===== config.mk =====
export PLATFORM = sky130hd
export DESIGN_NAME = sprite_line_scheduler
export DESIGN_NICKNAME = d
export VERILOG_FILES = /design/src/rtl/sprite_line_scheduler.sv
export SDC_FILE = /design/constraint.sdc
export NUM_CORES = 2
export LEC_CHECK = 0
export BUFFER_PORTS_ARGS = -buffer_cell sky130_fd_sc_hd__buf_2
export CAP_MARGIN = 5
export CORE_AREA = 2 2 306 308
export DETAILED_ROUTE_END_ITERATION = 6
export DIE_AREA = 0 0 308 310
export PLACE_DENSITY = 0.65
export REMOVE_ABC_BUFFERS = 1
export SLEW_MARGIN = 20
export SYNTH_ARGS = -nofsm -noshare
export SYNTH_HDL_FRONTEND = slang
export SYNTH_SLANG_ARGS = --single-unit

===== constraint.sdc =====
create_clock -name clk -period 5.68 [get_ports clk]
set_input_delay 0.568 -clock clk [delete_from_list [all_inputs] [get_ports clk]]
set_output_delay 0.568 -clock clk [all_outputs]
set_load 0.02 [all_outputs]

===== src/rtl/sprite_line_scheduler.sv =====
// sprite_line_scheduler: scans the sprite attribute table on each line_start
// and issues one sprite_drawer job per sprite that intersects the requested
// scanline, in ascending index order, waiting for each job to finish.
module sprite_line_scheduler #(
    parameter int unsigned N_SPRITES    = 32,
    parameter int unsigned MAX_PER_LINE = 16
) (
    input  logic                         clk,
    input  logic                         reset,
    input  logic                         sat_we,
    input  logic [$clog2(N_SPRITES)-1:0] sat_addr,
    input  logic [31:0]                  sat_wdata,
    input  logic                         line_start,
    input  logic [9:0]                   line,
    output logic                         drawer_start,
    output logic [9:0]                   col_base,
    output logic                         flip,
    output logic [7:0]                   frame_id,
    output logic [3:0]                   row_off,
    input  logic                         drawer_done,
    output logic                         busy,
    output logic                         line_done,
    output logic                         sprite_overflow,
    output logic                         overrun
);

    localparam int unsigned IDX_W = $clog2(N_SPRITES);
    localparam int unsigned CNT_W = $clog2(MAX_PER_LINE + 1);

    localparam logic [2:0] S_IDLE  = 3'd0;
    localparam logic [2:0] S_EVAL  = 3'd1;
    localparam logic [2:0] S_ISSUE = 3'd2;
    localparam logic [2:0] S_WAIT  = 3'd3;
    localparam logic [2:0] S_DONE  = 3'd4;

    logic [31:0]      sat [N_SPRITES];
    logic [2:0]       state;
    logic [IDX_W-1:0] idx;
    logic [CNT_W-1:0] hit_cnt;
    logic [9:0]       line_q;

    logic [31:0] entry;
    logic        e_en;
    logic [9:0]  e_y;
    logic [10:0] diff;
    logic        hit;
    logic        last_idx;
    logic        cnt_full;
    logic        unused_rsv;

    // Entry under evaluation and the vertical hit test (11-bit, no wrap).
    always_comb begin
        entry    = sat[idx];
        e_en     = entry[31];
        e_y      = entry[29:20];
        diff     = {1'b0, line_q} - {1'b0, e_y};
        hit      = e_en && (line_q >= e_y) && (diff < 11'd16);
        last_idx = (idx == IDX_W'(N_SPRITES - 1));
        cnt_full = (hit_cnt == CNT_W'(MAX_PER_LINE));
    end

    // Reserved bits are stored in the table but have no effect.
    assign unused_rsv = ^entry[9:8];

    assign drawer_start = (state == S_ISSUE);
    assign line_done    = (state == S_DONE);
    assign busy         = (state == S_EVAL) || (state == S_ISSUE) || (state == S_WAIT);

    // Sprite attribute table: host writes land on the next edge, reset clears all.
    always_ff @(posedge clk or negedge reset) begin
        if (!reset) begin
            for (int unsigned i = 0; i < N_SPRITES; i++) begin
                sat[i] <= '0;
            end
        end else if (sat_we) begin
            sat[sat_addr] <= sat_wdata;
        end
    end

    // Scan FSM: evaluate entries one per cycle, issue a job per hit, wait for done.
    always_ff @(posedge clk or negedge reset) begin
        if (!reset) begin
            state           <= S_IDLE;
            idx             <= '0;
            hit_cnt         <= '0;
            line_q          <= '0;
            col_base        <= '0;
            flip            <= 1'b0;
            frame_id        <= '0;
            row_off         <= '0;
            sprite_overflow <= 1'b0;
            overrun         <= 1'b0;
        end else begin
            overrun <= line_start && (state != S_IDLE);
            case (state)
                S_IDLE: begin
                    if (line_start) begin
                        line_q          <= line;
                        idx             <= '0;
                        hit_cnt         <= '0;
                        sprite_overflow <= 1'b0;
                        state           <= S_EVAL;
                    end
                end
                S_EVAL: begin
                    if (hit) begin
                        if (cnt_full) begin
                            sprite_overflow <= 1'b1;
                            state           <= S_DONE;
                        end else begin
                            col_base <= entry[19:10];
                            flip     <= entry[30];
                            frame_id <= entry[7:0];
                            row_off  <= diff[3:0];
                            state    <= S_ISSUE;
                        end
                    end else if (last_idx) begin
                        state <= S_DONE;
                    end else begin
                        idx <= idx + IDX_W'(1);
                    end
                end
                S_ISSUE: begin
                    hit_cnt <= hit_cnt + CNT_W'(1);
                    state   <= S_WAIT;
                end
                S_WAIT: begin
                    if (drawer_done) begin
                        if (last_idx) begin
                            state <= S_DONE;
                        end else begin
                            idx   <= idx + IDX_W'(1);
                            state <= S_EVAL;
                        end
                    end
                end
                S_DONE: begin
                    state <= S_IDLE;
                end
                default: begin
                    state <= S_IDLE;
                end
            endcase
        end
    end

endmodule


==> flow_metrics.py <==
metrics = {
    "grt": {
        "grt_overflow": 0,
        "grt_use_met1_pct": 34.1,
        "grt_max_degree": 152,
        "grt_pass1_wl_um": 177000,
        "antenna_found_initial": 5,
        "grt_pass1_vias": 27208,
        "grt_util_met2_pct": 41.8,
        "top_usage_layer": "met2",
        "grtUsageTotal_pct": 25.1,
        "use_met3_pct": 4.03,
    },
    "power": {
        "swShare_pct": 29.1,
        "p_leak_nw": 22.8,
        "p_int_mw": 17.1,
        "seqPwrFrac_pct": 40.1,
        "vdd_drop_max_uv": 256,
        "finalPower_mw": 24.1,
        "p_per_area_nw_per_um2": 472,
        "combPwrFrac_pct": 30.0,
        "p_clk_share_pct": 29.8,
        "p_sw_mw": 7.02,
    },
    "floorplanning": {
        "die_w_um": 308,
        "dieHeight_um": 310,
        "start_util_pct": 49.5,
        "fp.coreArea_um2": 92500,
        "io_pins": 80,
        "rows": 112,
        "die_area_um2": 95500,
    },
    "clock_network": {
        "clock_path_buffers": 3,
        "path_clk_slew_ns": 0.06,
        "cts_resized": 0,
        "htreeDepth": 3,
        "clock_latency_ns": 0.68,
        "cts_num_sinks": 1008,
        "cts_tree": "yes",
        "cts_root_buffer": "clkbuf_16",
        "cts_buffers": 108,
    },
    "yosys": {
        "synthTopCellsByArea": "dfrtp_1, mux2_2, mux4_2, clkbuf_1, buf_1",
        "synth_seq_cells": 1008,
        "synth_edf_count": 0,
        "synth_compound_area_share_pct": 0.639,
        "synth_xor_area_share_pct": 0.0956,
        "synth_cell_type_count": 55,
        "yosys.area_share.simple_pct": 1.66,
        "synth_area_leader_cell": "dfrtp_1",
        "yosys_warnings": 0,
        "synth_cells": 2825,
        "synth_top_family_by_area": "multiplexers",
        "yosysSeqAreaShare_pct": 55.0,
        "synth_fa_ha_area_share_pct": 0.453,
        "synth_flop_cell": "dfrtp_1",
        "yosysMostFrequentCell": "dfrtp_1",
        "muxShareOfSynthArea_pct": 39.6,
        "ys_async_sr_fraction_pct": 100,
        "syn-mean-instance-area_um2": 16.2,
        "syn_area_um2": 45800,
        "yosysTopAreaCellShare_pct": 55.0,
        "ys_top_cells_by_count": "dfrtp_1, mux2_2, mux4_2, clkbuf_1, buf_1",
    },
    "sta": {
        "fin_skew_ns": 0.0220,
        "setup_violations": 0,
        "hold_viol_final": 0,
        "drv_slew": 0,
        "period_needed_ns": 5.29,
        "worstMarginPinSlew_ns": 1.17,
        "fmax_mhz": 189,
        "relSlewSlack_pct": 21.5,
        "final.setup.tns_ns": 0,
        "rsz0062_at_grt": "false",
        "finalCritPeriodShare_pct": 93.1,
    },
    "critical_path": {
        "crit_path_end": "frame_id[6]",
        "cp-start-kind": "flip-flop",
        "r2r_setup_slack_ns": 0.39,
        "worstPathRequired_ns": 6.23,
        "r2r-end": "frame_id[6]",
        "crit_path_end_kind": "flip-flop",
        "cp_max_fo": 47,
        "startpoint": "idx[1]",
        "rr_startpoint": "idx[1]",
        "path_buf_inv": 2,
        "crit_path_max_incr_delay_ns": 0.94,
        "cp.depth": 14,
        "crit_slowest_cell": "dfrtp_4",
        "cpLargestDelayFamily": "multiplexers",
        "crit_type": "reg2reg",
        "crit_path_cell_trace": "buf_4 -> mux4_2 -> mux4_2 -> mux2i_1 -> ha_1 -> nor2b_1 -> o2111ai_1 -> nand3_1 -> a21oi_1 -> o2111ai_1 -> nor2_1 -> nor4b_4 -> buf_12 -> mux2_2",
        "rr_worst_depth": 14,
        "arrival_ns": 5.84,
    },
    "detailed_routing": {
        "vias": 25186,
        "drtIter0Drc": 1680,
        "drt-total-wl_um": 117000,
        "wire_per_inst_um": 28.4,
        "route.detailed.drc": 0,
        "routed_via_density": 6.14,
        "first_pass_iters": 5,
        "ant_nets": 0,
    },
    "status": {
        "status": "completed",
    },
    "cells_and_area": {
        "area_delta_synth_final_pct": 11.6,
        "fillers": 7189,
        "post-route-util_pct": 55.3,
        "layout-drive-gt1-share_pct": 57.2,
        "fin_nets": 2887,
        "stdcell_area_um2": 51100,
    },
    "min_path": {
        "hold_class": "in2reg",
    },
    "placed_design": {
        "dp_hpwl_um": 63900,
        "io_buffer_count": 77,
        "place_area_um2": 47400,
        "place.gp.congestion": 0.806,
    },
    "job": {
        "cap_violations": 0,
    },
}
[worst min-delay path, delay by kind of cell]
family	cells	cell delay, ns
and+or+nand+nor	2	0.10
buffers and inverters	1	0.08
[worst min-delay path by stage]
stage / startpoint / end / cells after the start
after floorplan: reset / col_base[0] / 0
after global placement: sat[644] / sat[644] / 1
after detailed placement: line_q[6] / line_q[6] / 2
after CTS: line[9] / line_q[9] / 3
after global routing: line[9] / line_q[9] / 3
final: line[5] / line_q[5] / 3
[power by group through the flow]
stage / clock [mW] / sequential [mW] / combinational, mW
floorplan: 0 / 9.93 / 5.37
global placement: 0 / 9.69 / 7.08
detailed placement: 0 / 9.82 / 7.24
CTS: 7.34 / 9.70 / 7.27
global route: 7.64 / 9.85 / 7.79
finish: 7.19 / 9.67 / 7.24
[area by class of cell]
cell class / instances / area [um^2] / share of cell area, %
clock inverters: 45 / 558 / 1.09
clock buffers: 150 / 3080 / 6.03
diodes: 3 / 7.51 / 0.0147
flip-flops and latches: 1008 / 25200 / 49.4
inverters: 8 / 30.0 / 0.0587
well taps: 1197 / 1500 / 2.93
multi-input cells: 1542 / 19600 / 38.3
repair buffers: 151 / 1100 / 2.16
[placed cells by master, fill, tap and decap left out, types with 5 or more instances in the layout]
master,n
clkbuf_8,20
mux2_2,1000
nor2_4,16
dfrtp_1,1003
nor3b_1,5
clkinv_2,26
clkbuf_16,109
ha_1,15
nor3_1,10
mux4_2,296
nand2_1,43
buf_12,10
nor2_1,24
nand2_2,16
o21ai_0,10
buf_2,76
bufinv_16,11
mux2i_1,18
nand3_1,13
clkbuf_1,21
and3_1,5
inv_1,8
a21oi_1,8
nor2b_1,7
buf_4,61
[cell families (layout without fill, tap and decap cells)]
family | count (synthesis) | in the layout
AO/OA/AOI/OAI | 45 | 45
AND/OR/NAND/NOR | 159 | 159
other | 0 | 3
adder cells (fa/ha/maj) | 16 | 16
buffers and inverters | 275 | 354
XOR/XNOR | 5 | 5
multiplexers | 1317 | 1317
flip-flops | 1008 | 1008
[registers in the layout, indices dropped and copies added (netlist names)]
name / flops
line_q: 10
sat: 960
idx: 5
flip: 1
frame_id: 8
col_base: 10
row_off: 4
sprite_overflow: 1
state: 3
hit_cnt: 5
overrun: 1
[stage by stage]
| step | instances | setup WS, ns | hold WS [ns] |
|---|---|---|---|
| 2_1_floorplan | 2558 | -7.73 | 0.272 |
| 3_3_place_gp | 3903 | 0.357 | 0.482 |
| 3_5_place_dp | 3904 | 0.271 | 0.484 |
| 4_1_cts | 4100 | 0.252 | 0.0631 |
| 5_1_grt | 4103 | 0.107 | 0.0765 |
| 6_report | 4104 | 0.392 | 0.104 |
[metal layers]
| metal | vias up | share of wire, % |
|---|---|---|
| met5 | - | 0.022 |
| li1 | 10527 | - |
| met2 | 542 | 49 |
| met3 | 214 | 4.2 |
| met1 | 13899 | 43 |
| met4 | 4 | 3.1 |
[timing repair]
action | CTS | global route
hold endpoints to repair | 80 | 0
setup endpoints to repair | 0 | 22
hold buffers | 1 | 0
setup buffers | 0 | 1
Note: power is estimated with default switching activity, not from simulation.
